$ cat config.mk
export PLATFORM = sky130hd
export DESIGN_NAME = register_file_be
export DESIGN_NICKNAME = d
export VERILOG_FILES = /design/src/rtl/register_file_be_pkg.sv /design/src/rtl/register_file_be_entry.sv /design/src/rtl/register_file_be.sv
export SDC_FILE = /design/constraint.sdc
export NUM_CORES = 1
export LEC_CHECK = 0
export CORE_MARGIN = 1.5
export CORE_UTILIZATION = 33
export CTS_CLUSTER_DIAMETER = 150
export DETAILED_ROUTE_END_ITERATION = 16
export GPL_ROUTABILITY_DRIVEN = 0
export PLACE_DENSITY = 0.58
export SYNTH_ARGS = -nofsm -noshare
export SYNTH_HDL_FRONTEND = slang
export SYNTH_SLANG_ARGS = --single-unit
export TNS_END_PERCENT = 10
$ cat constraint.sdc
create_clock -name clk -period 2.3 [get_ports clk]
set_clock_uncertainty 0.1 [all_clocks]
set_input_delay 0.23 -clock clk [delete_from_list [all_inputs] [get_ports clk]]
set_output_delay 0.23 -clock clk [all_outputs]
set_load 0.01 [all_outputs]
$ cat src/rtl/register_file_be_pkg.sv
// register_file_be_pkg: shared constants and helpers for the byte-enabled register file
package register_file_be_pkg;
  localparam int BYTE_W = 8;
  localparam int MAX_W = 256;
  localparam int MAX_B = MAX_W / BYTE_W;
  // Callers widen to MAX_W and narrow the result back to their own width
  function automatic logic [MAX_W-1:0] byte_merge(input logic [MAX_W-1:0] old_w,
                                                  input logic [MAX_W-1:0] new_w,
                                                  input logic [MAX_B-1:0] be);
    for (int i = 0; i < MAX_B; i++)
      byte_merge[i*BYTE_W +: BYTE_W] = be[i] ? new_w[i*BYTE_W +: BYTE_W] : old_w[i*BYTE_W +: BYTE_W];
  endfunction
  function automatic logic in_range(input int unsigned addr, input int unsigned depth);
    return addr < depth;
  endfunction
endpackage

$ cat src/rtl/register_file_be_entry.sv
// register_entry_be: one DATA_W-bit entry with per-byte enables and a valid flag
module register_entry_be
  import register_file_be_pkg::*;
#(
  parameter int DATA_W = 32
) (
  input  logic                     clk,
  input  logic                     rst,
  input  logic                     clr,
  input  logic                     we,
  input  logic [DATA_W/BYTE_W-1:0] be,
  input  logic [DATA_W-1:0]        wdata,
  output logic [DATA_W-1:0]        data,
  output logic                     valid
);
  logic [DATA_W-1:0] data_q, data_d;
  logic              valid_q, valid_d;
  always_comb begin
    data_d = (rst || clr) ? '0 :
             we ? DATA_W'(byte_merge(MAX_W'(data_q), MAX_W'(wdata), MAX_B'(be))) : data_q;
    valid_d = !(rst || clr) && (valid_q || (we && |be));
  end
  always_ff @(posedge clk) begin
    data_q <= data_d;
    valid_q <= valid_d;
  end
  assign data = data_q;
  assign valid = valid_q;
endmodule

$ cat src/rtl/register_file_be.sv
// register_file_be: DEPTH x DATA_W register file, byte-enabled write, two comb reads with bypass
module register_file_be
  import register_file_be_pkg::*;
#(
  parameter int DATA_W = 32,
  parameter int DEPTH  = 8,
  parameter int ADDR_W = 3,
  parameter int BYPASS = 1
) (
  input  logic                     clk,
  input  logic                     reset_n,
  input  logic                     clr,
  input  logic                     we,
  input  logic [ADDR_W-1:0]        waddr,
  input  logic [DATA_W-1:0]        wdata,
  input  logic [DATA_W/BYTE_W-1:0] wbe,
  input  logic [ADDR_W-1:0]        raddr0,
  output logic [DATA_W-1:0]        rdata0,
  output logic                     rvalid0,
  input  logic [ADDR_W-1:0]        raddr1,
  output logic [DATA_W-1:0]        rdata1,
  output logic                     rvalid1
);
  logic [DATA_W-1:0] ent_data [DEPTH];
  logic [DEPTH-1:0]  ent_valid;
  logic [DEPTH-1:0]  wsel;
  logic              wr_ok, byp;
  logic [ADDR_W-1:0] ra [2];
  logic [DATA_W-1:0] sd [2];
  logic [DATA_W-1:0] rd [2];
  logic [1:0]        rin, hit, sv, rv;
  assign wr_ok = we && in_range(32'(waddr), DEPTH);
  // reset_n is active-high despite its name
  assign byp = (BYPASS != 0) && wr_ok && !reset_n && !clr;
  for (genvar e = 0; e < DEPTH; e++) begin : g_ent
    assign wsel[e] = wr_ok && waddr == ADDR_W'(e);
    register_entry_be #(.DATA_W(DATA_W)) u_entry (
      .clk   (clk),
      .rst   (reset_n),
      .clr   (clr),
      .we    (wsel[e]),
      .be    (wbe),
      .wdata (wdata),
      .data  (ent_data[e]),
      .valid (ent_valid[e])
    );
  end
  assign ra[0] = raddr0;
  assign ra[1] = raddr1;
  always_comb begin
    for (int p = 0; p < 2; p++) begin
      rin[p] = in_range(32'(ra[p]), DEPTH);
      hit[p] = byp && ra[p] == waddr;
      sd[p] = rin[p] ? ent_data[ra[p]] : '0;
      sv[p] = rin[p] && ent_valid[ra[p]];
      rd[p] = hit[p] ? DATA_W'(byte_merge(MAX_W'(sd[p]), MAX_W'(wdata), MAX_B'(wbe))) : sd[p];
      rv[p] = sv[p] || (hit[p] && |wbe);
    end
  end
  assign rdata0 = rd[0];
  assign rvalid0 = rv[0];
  assign rdata1 = rd[1];
  assign rvalid1 = rv[1];
endmodule

==> Word-level counts from Yosys, hierarchy flattened <==
Cells that the tools add are included.
W data, S select, Z words.
{ "op_classes": {"n_lt_le_gt_ge": 4, "eq_ne": 9, "mux": 20, "n_bitwise": 2, "n_reduce_logical": 78} }
{ "ops": {"columns": ["cell", "count"], "rows": [
  ["$bmux W32 S3", 2],
  ["$mux W32", 6],
  ["$mux W8", 8],
  ["$reduce_and A2 Y1", 32],
  ["$logic_and A1 B1 Y1", 30],
  ["$eq A3 B3 Y1 const B", 4],
  ["$logic_or A1 B1 Y1", 11],
  ["$ge A4 B4 Y1 const B", 2],
  ["$lt A3 B4 Y1 const B", 2],
  ["$not A3 Y4", 2],
  ["$bmux W1 S3", 2],
  ["$eq A3 B2 Y1 const B", 2],
  ["$eq A3 B3 Y1", 2],
  ["$reduce_or A4 Y1", 1],
  ["$eq A3 B1 Y1 const B", 1],
  ["$logic_not A1 Y1", 3],
  ["$logic_not A3 Y1", 1],
  ["$mux W1", 2]
]} }
{ "totals": {"register_bits": 264, "in_bits": 49, "output_inout_bits": 66, "wordCells": 153} }

==> Logic depth before layout (Yosys ltp) <==
Gate-level depths: netlist of the first run.
{ "depth": {"depth_word": 6, "depth_mapped": 7, "depth_no_buf": 3} }

==> Cells and area by module <==
Synthesis of the first run repeated with hierarchy kept, for this count alone.
{ "hier_totals": {"cells_unflattened": 1553, "area_unflattened_um2": 17858.4} }
{ "by_module_without_submodules": {"columns": ["module", "n_inst", "cells_per_inst", "area_per_inst_um2", "seq_area_each_um2"], "rows": [
  ["register_entry_be", 8, 152, 1629.1, 660.6],
  ["register_file_be", 1, 337, 4825.9, 0.0]
]} }

==> Worst setup path before layout of the first run <==
OpenSTA, ideal clock, no wires.
{ "synth_path": {"path_kind": "input port to output port", "startpoint": "in raddr0[0]", "endpoint": "out rdata0[12]", "t_arrival_ns": 1.606, "t_required_ns": 1.970, "path_slack_ns": 0.364, "stages": 5, "n_path_buf": 2, "path_cell_list": "buf_2 -> buf_2 -> mux4_2 -> mux2_2 -> mux2_1"} }
{ "synth_via": {"elab_chain_len": 6, "word_cells_on_any_way": 8, "classes_between": "eq/ne (1); mux (5); bitwise (1); reduce/logical (1)"} }
{ "synth_rtl": {"columns": ["element", "line_no", "text"], "rows": [
  ["start: declaration", "register_file_be.sv:17", "input logic [ADDR_W-1:0] raddr0,"],
  ["$not A3 Y4 (implied by the code)", "register_file_be.sv:54", "sd[p] = rin[p] ? ent_data[ra[p]] : '0;"],
  ["$bmux W32 S3", "register_file_be.sv:54", null],
  ["$mux W32 (implied by the code) (2 in series)", "register_file_be.sv:54", null],
  ["$mux W8", "register_file_be_pkg.sv:11", "byte_merge[i*BYTE_W +: BYTE_W] = be[i] ? new_w[i*BYTE_W +: BYTE_W] : old_w[i*BYTE_W +: BYTE_W];"],
  ["$mux W32 (*)", "register_file_be.sv:56", "rd[p] = hit[p] ? DATA_W'(byte_merge(MAX_W'(sd[p]), MAX_W'(wdata), MAX_B'(wbe))) : sd[p];"],
  ["end: declaration", "register_file_be.sv:18", "output logic [DATA_W-1:0] rdata0,"]
]} }
Mark *: on every way between the ends. The rest lies on a longest branch, timed or not. The select of a mux whose other input is x is not followed.

==> Final worst setup path of the first run <==
{ "layout_path": {"startpoint": "reg g_ent[3].u_entry.data_q[27]", "endpoint": "out rdata0[27]"} }
{ "layout_via": {"elab_chain_len": 5} }
{ "layout_rtl": {"columns": ["element", "line_no", "text"], "rows": [
  ["start: declaration", "register_file_be_entry.sv:16", "logic [DATA_W-1:0] data_q, data_d;"],
  ["start signal: assignment", "register_file_be_entry.sv:24", "data_q <= data_d;"],
  ["$bmux W32 S3 (*)", "register_file_be.sv:54", null],
  ["$mux W32 (implied by the code) (*) (2 in series)", "register_file_be.sv:54", null],
  ["$mux W8", "register_file_be_pkg.sv:11", null],
  ["$mux W32 (*)", "register_file_be.sv:56", null]
]} }
Marked as above.

==> results.md, run 1 <==
* Status: complete, but fails checks
* Violated checks: negative setup slack
* TritonCTS buffer count at 31
* Site Rows at 78
* Most common cell after layout, fill and taps aside: a21oi_1
* Ports at 115
* Worst reg-to-reg path cell count at 2
* Pre-CTS setup slack at -553 ps
* DR vias at 13800
* Reg2reg setup slack at 1490 ps
* Ys Warns at 0
* Req. time, crit path at 1970 ps
* Root buf cell: clkbuf_16
* Pin count of the biggest net entering global routing at 66
* Pwr dens at 546 nW/um2
* Clock Path Buffers at 3
* Worst hold start: wbe[0]
* Area grow syn2layout at 27.9%
* Starting density of the core at 33.3%
* Hold slack at 172 ps
* Share of layout cells above drive strength 1 at 40.8%
* Leak pwr at 0.00669 uW
* Vias in the first global route at 13700
* Antenna violations before repair at 1
* CP Data Arrival Time at 2100 ps
* Router iterations before antenna repair at 6
* Yosys reg bits at 264
* Cells along the critical path: mux4_2 -> mux2_4 -> mux2_2 -> buf_6
* Critical setup path kind: reg2out
* Final WL at 54.5 mm
* Final setup viols at 64
* Vias/cell at 6.03
* Die height at 217 um
* CP endpoint kind: output port
* H-tree levels at 1
* Total die area at 47000 um2
* Worst Hold Class: in2reg
* CTS tree: built
* WHS Path Cells at 5
* Slowest cell on the critical path: mux4_2
* Synthesized area at 15100 um2
* Total core area at 45200 um2
* Final Net Count at 1714
* First-pass GRT wire length at 82.8 mm
* Slew @ Worst Pin at 738 ps
* Syn_nets at 1617
* Port Buffer Count at 114
* RSZ-0062 raised after global routing: yes
* Worst flop-to-flop path endpoint: g_ent[1].u_entry.data[1]
* Crit path time final at 2430 ps
* Average routed wire per standard cell at 23.8 um
* Post-DP HPWL at 33.4 mm
* Clk slew on worst S/H paths at 60 ps
* Slew headroom at 50.8%
* Number of DRC markers in iteration 0 at 1605
* Clock sinks at 264
* Fmax at 412 MHz
* Final Max Tran Viols at 0
* Final Hold Vio Count at 0
* Syn avg cell area at 9.61 um2
* Sequential cell area fraction in the yosys report at 35.1%
* Clk_lat worst skew at 570 ps
* CP Launch Type: register
* Fin crit share at 106%
* Crit-path max FO at 3
* Commonest cells after routing, fill and taps aside: a21oi_1, nand3_1, o21ai_0
* Number of nets with antenna violations after routing at 0
* Reg-to-Reg Start: g_ent[1].u_entry.data[1]
* Max-cap check violation count at 0
* GRT Total Usage at 22.7%
* Peak supply drop at 0.502 mV
* Count of cell types in the netlist at 31
* Die extent in x at 217 um
* Cell count after synthesis at 1568
* WHS Endpoint: g_ent[6].u_entry.valid
* Overflow after GRT at 0
* Largest stage delay, worst path at 480 ps
* DRC Markers at 0
* Setup WS post-layout at -130 ps
==> cell type report <==
class | instances | area (um2)
Antenna cell | 2 | 5.00
Multi-Input combinational cell | 1088 | 9300
Clock buffer | 40 | 850
Tap cell | 600 | 751
Clock inverter | 13 | 78.8
Timing Repair Buffer | 276 | 2840
Inverter | 4 | 15.0
Sequential cell | 264 | 5430
Fill cell | 4259 | 25900
==> metrics by stage <==
step / total power [uW] / utilization (%) / instances / TNS (ps) / area [um2]
finish: 10500 / 42.7 / 2287 / -3920 / 19300
global route: 10800 / 42.6 / 2286 / -6710 / 19300
detailed placement: 5990 / 39.2 / 2231 / -29370 / 17700
floorplan: 5400 / - / 1568 / 0 / 15100
global placement: 5980 / 39.2 / 2231 / -28480 / 17700
CTS: 10600 / 42.3 / 2285 / -4970 / 19100
==> sequential cells by signal, indices dropped and copies added (netlist names) <==
signal               cells
g_ent.u_entry.data     256
g_ent.u_entry.valid      8
==> per-layer routing <==
metal	routed length, um	track usage (%)	part of all wire [%]
met2	25800	36.8	47
met3	4970	4.27	9.1
met1	21800	29.9	40
met4	1920	8.82	3.5
met5	0	0	0
==> cells in the mapped netlist <==
library cell	number	share of area (%)
xnor2_2	6	0.65
mux4_2	128	19
nor4b_2	1	0.10
o21ai_1	43	1.4
nor2_1	9	0.22
nand4_4	4	0.56
and4bb_2	4	0.33
mux2_2	127	9.5
nand3_1	259	8.6
or4b_2	1	0.066
dfxtp_1	264	35
nand4_2	1	0.083
or2_2	1	0.042
mux4_1	4	0.70
buf_1	1	0.025
nand4bb_1	3	0.22
and4_1	1	0.058
nand4_1	4	0.17
buf_4	2	0.10
buf_6	11	0.82
clkbuf_1	155	3.9
a21oi_1	264	8.8
mux2i_1	2	0.13
or4_1	1	0.050
mux2_1	1	0.075
and4b_1	3	0.20
o21ai_0	215	7.1
nand4b_1	3	0.17
nor4bb_1	3	0.20
buf_2	43	1.4
clkinv_1	4	0.10
==> logic make-up after synthesis <==
| logic type | Yosys count | share of synthesized area, % |
|---|---|---|
| XOR/XNOR | 6 | 0.648 |
| AND/OR/NAND/NOR | 298 | 11.1 |
| buffers and inverters | 216 | 6.34 |
| multiplexers | 262 | 29.5 |
| flip-flops | 264 | 35.1 |
| AO/OA/AOI/OAI | 522 | 17.3 |
==> how the worst max path moves through the flow <==
stage / startpoint / to / slack (ps)
2_1_floorplan: raddr0[0] / rdata0[12] / 360
3_3_place_gp: waddr[0] / rdata0[7] / -540
3_5_place_dp: waddr[0] / rdata0[4] / -550
4_1_cts: g_ent[3].u_entry.data[24] / rdata0[24] / -120
5_1_grt: g_ent[3].u_entry.data[24] / rdata0[24] / -160
6_report: g_ent[3].u_entry.data[27] / rdata0[27] / -130
==> where the power goes <==
group | switching [uW] | total, uW | leakage (uW) | internal [uW]
Combinational | 801 | 1340 | 0.00403 | 534
Sequential | 16.5 | 4610 | 0.00219 | 4600
Clock | 1990 | 4570 | 0.000465 | 2580
==> repair_timing <==
item,CTS,global route
endpoints found under the setup margin,66,64
resized for setup,480,69
gates cloned,0,0
setup buffers,1,0
hold buffers,0,0
pin swaps,1,0
==> critical path, delay by kind of cell, from the launching register on <==
| kind | cells | cell delay (ps) |
|---|---|---|
| flip-flops | 1 | 320 |
| buffers and inverters | 1 | 120 |
| multiplexers | 3 | 1080 |
Power figures use the tool's default switching activity.
==> run 2, diff against run 1 <==
--- a/config.mk
+++ b/config.mk
@@ -6,11 +6,12 @@
 export NUM_CORES = 1
 export LEC_CHECK = 0
 export CORE_MARGIN = 1.5
-export CORE_UTILIZATION = 33
+export CORE_UTILIZATION = 45
 export CTS_CLUSTER_DIAMETER = 150
 export DETAILED_ROUTE_END_ITERATION = 16
 export GPL_ROUTABILITY_DRIVEN = 0
-export PLACE_DENSITY = 0.58
+export PLACE_DENSITY = 0.72
+export SKIP_CTS_REPAIR_TIMING = 1
 export SYNTH_ARGS = -nofsm -noshare
 export SYNTH_HDL_FRONTEND = slang
 export SYNTH_SLANG_ARGS = --single-unit
==> results.md, run 2 (synthesis gave the netlist of run 1 again) <==
* Final Hold Vio Count at 0 (unchanged)
* Port Buffer Count at 114 (unchanged)
* Site Rows at 66 (was 78)
* Total die area at 34600 um2 (was 47000 um2)
* Pwr dens at 593 nW/um2 (was 546 nW/um2)
* Crit path max-delay family: multiplexers (unchanged)
* Slew headroom at 52.3% (was 50.8%)
* Vias in the first global route at 13700 (about the same)
* DRC Markers at 0 (unchanged)
* Peak supply drop at 0.554 mV (was 0.502 mV)
* Vias/cell at 6.68 (was 6.03)
* H-tree levels at 1 (unchanged)
* Clk slew on worst S/H paths at 70 ps (was 60 ps)
* TritonCTS buffer count at 28 (was 31)
* Hold slack at 97.9 ps (was 172 ps)
* Setup WS post-layout at -126 ps (was -130 ps)
* Ports at 115 (unchanged)
* Slew @ Worst Pin at 715 ps (was 738 ps)
* Total core area at 32800 um2 (was 45200 um2)
* RSZ-0062 raised after global routing: yes (unchanged)
* Starting density of the core at 46.0% (was 33.3%)
* Final Max Tran Viols at 0 (unchanged)
* Clk_lat worst skew at 550 ps (was 570 ps)
* Critical setup path kind: reg2out (unchanged)
* Crit path time final at 2430 ps (about the same)
* Req. time, crit path at 1970 ps (about the same)
* Largest stage delay, worst path at 460 ps (was 480 ps)
* CTS tree: built (unchanged)
* CP Launch Type: register (unchanged)
* Design Area, Final at 18500 um2 (was 19300 um2)
* Post-DP HPWL at 31.2 mm (was 33.4 mm)
* Clock Path Buffers at 3 (unchanged)
* Commonest cells after routing, fill and taps aside: a21oi_1, nand3_1, o21ai_0 (unchanged)
* Die extent in x at 186 um (was 217 um)
* GRT Total Usage at 29.5% (was 22.7%)
* DR vias at 14100 (was 13800)
* Pin count of the biggest net entering global routing at 73 (was 66)
* Number of nets with antenna violations after routing at 0 (unchanged)
* Buf/Inv on CP at 1 (unchanged)
* Pre-CTS setup slack at -547 ps (was -553 ps)
* Max reg flops at 256 (unchanged)
* Max-cap check violation count at 0 (unchanged)
* Status: complete, but fails checks (unchanged)
* Fin crit share at 105% (was 106%)
* Area grow syn2layout at 22.8% (was 27.9%)
* Final setup viols at 64 (unchanged)
* Clock sinks at 264 (unchanged)
* Number of DRC markers in iteration 0 at 2218 (was 1605)
* Slowest cell on the critical path: mux4_2 (unchanged)
* Leak pwr at 0.00657 uW (was 0.00669 uW)
* Violated checks: negative setup slack (unchanged)
* CP Data Arrival Time at 2100 ps (about the same)
* Final Net Count at 1696 (was 1714)
* Share of layout cells above drive strength 1 at 36.8% (was 40.8%)
* Final core utilization at 56.4% (was 42.7%)
* Most common cell after layout, fill and taps aside: a21oi_1 (unchanged)
* Antenna violations before repair at 0 (was 1)
* Average routed wire per standard cell at 24.3 um (was 23.8 um)
* Die height at 186 um (was 217 um)
* Worst Hold Class: in2reg (unchanged)
* Overflow after GRT at 0 (unchanged)
* Placed Area at 17300 um2 (was 17700 um2)
* Root buf cell: clkbuf_16 (unchanged)
* Crit-path max FO at 3 (unchanged)
* First-pass GRT wire length at 78.7 mm (was 82.8 mm)
* Cells along the critical path: mux4_2 -> mux2_2 -> mux2_2 -> dlymetal6s2s_1 (was mux4_2 -> mux2_4 -> mux2_2 -> buf_6)
* Most used cell, CP: mux2_2
* Router iterations before antenna repair at 6 (unchanged)
* Fmax at 412 MHz (about the same)
* Setup_tns at -3380 ps (was -3920 ps)
* Final WL at 51.4 mm (was 54.5 mm)
* CP endpoint kind: output port (unchanged)
[run 2: changes by cell type in the layout (fill, tap and decap cells not counted), sizes merged]
| cell | before | now |
|---|---|---|
| buf | 238 | 162 |
| clkdlybuf4s50 | 37 | 36 |
| inv | 1 | 0 |
| bufinv | 0 | 6 |
| dlymetal6s2s | 1 | 15 |
| diode | 2 | 3 |
| clkinvlp | 1 | 3 |
| clkinv | 15 | 12 |
| clkbuf | 40 | 83 |
[run 2: worst min-delay path: cells and delay by family]
family / cells / cell delay, ps
AND/OR/NAND/NOR: 1 / 80
buffers and inverters: 2 / 330
AO/OA/AOI/OAI: 1 / 60
[run 2: area by class of cell]
class / instances / area [um2]
clock inverter: 17 / 243
clock buffer: 35 / 798
fill: 2773 / 14300
multi-input combinational: 1088 / 9080
tap: 442 / 553
inverter: 4 / 15.0
sequential: 264 / 5380
timing repair buffer: 261 / 2430
antenna: 3 / 7.51
[run 2: path summary, 6_finish.rpt]
| path | from | end | slack, ps | cells after the start |
|---|---|---|---|---|
| worst min register to register | g_ent[7].u_entry.data[14] | g_ent[7].u_entry.data[14] | 380 | 2 |
| worst max-delay path | g_ent[3].u_entry.data[24] | rdata0[24] | -130 | 4 |
| worst min-delay path | wbe[1] | g_ent[3].u_entry.data[15] | 100 | 4 |
| worst max register to register | g_ent[7].u_entry.data[1] | g_ent[7].u_entry.data[1] | 1420 | 2 |
[run 2: power by group]
| part | switching (uW) | internal [uW] | total, uW |
|---|---|---|---|
| Sequential | 16.7 | 4590 | 4610 |
| Combinational | 779 | 500 | 1280 |
| Clock | 1960 | 3120 | 5080 |
| Total | 2750 | 8220 | 11000 |
[run 2: per-layer routing]
layer	global-route usage, %	routed length (um)	up-vias
li1	-	-	6091
met1	39.5	19200	6887
met2	46.2	24100	953
met3	4.66	5670	185
met4	15.1	2540	0
met5	0	0	-
[run 2: through the flow]
stage          total power [uW]  cells
3_3_place_gp               5920   2057
6_report                  11000   2114
2_1_floorplan              5400   1568
5_1_grt                   11200   2111
4_1_cts                   10900   2109
3_5_place_dp               5940   2057
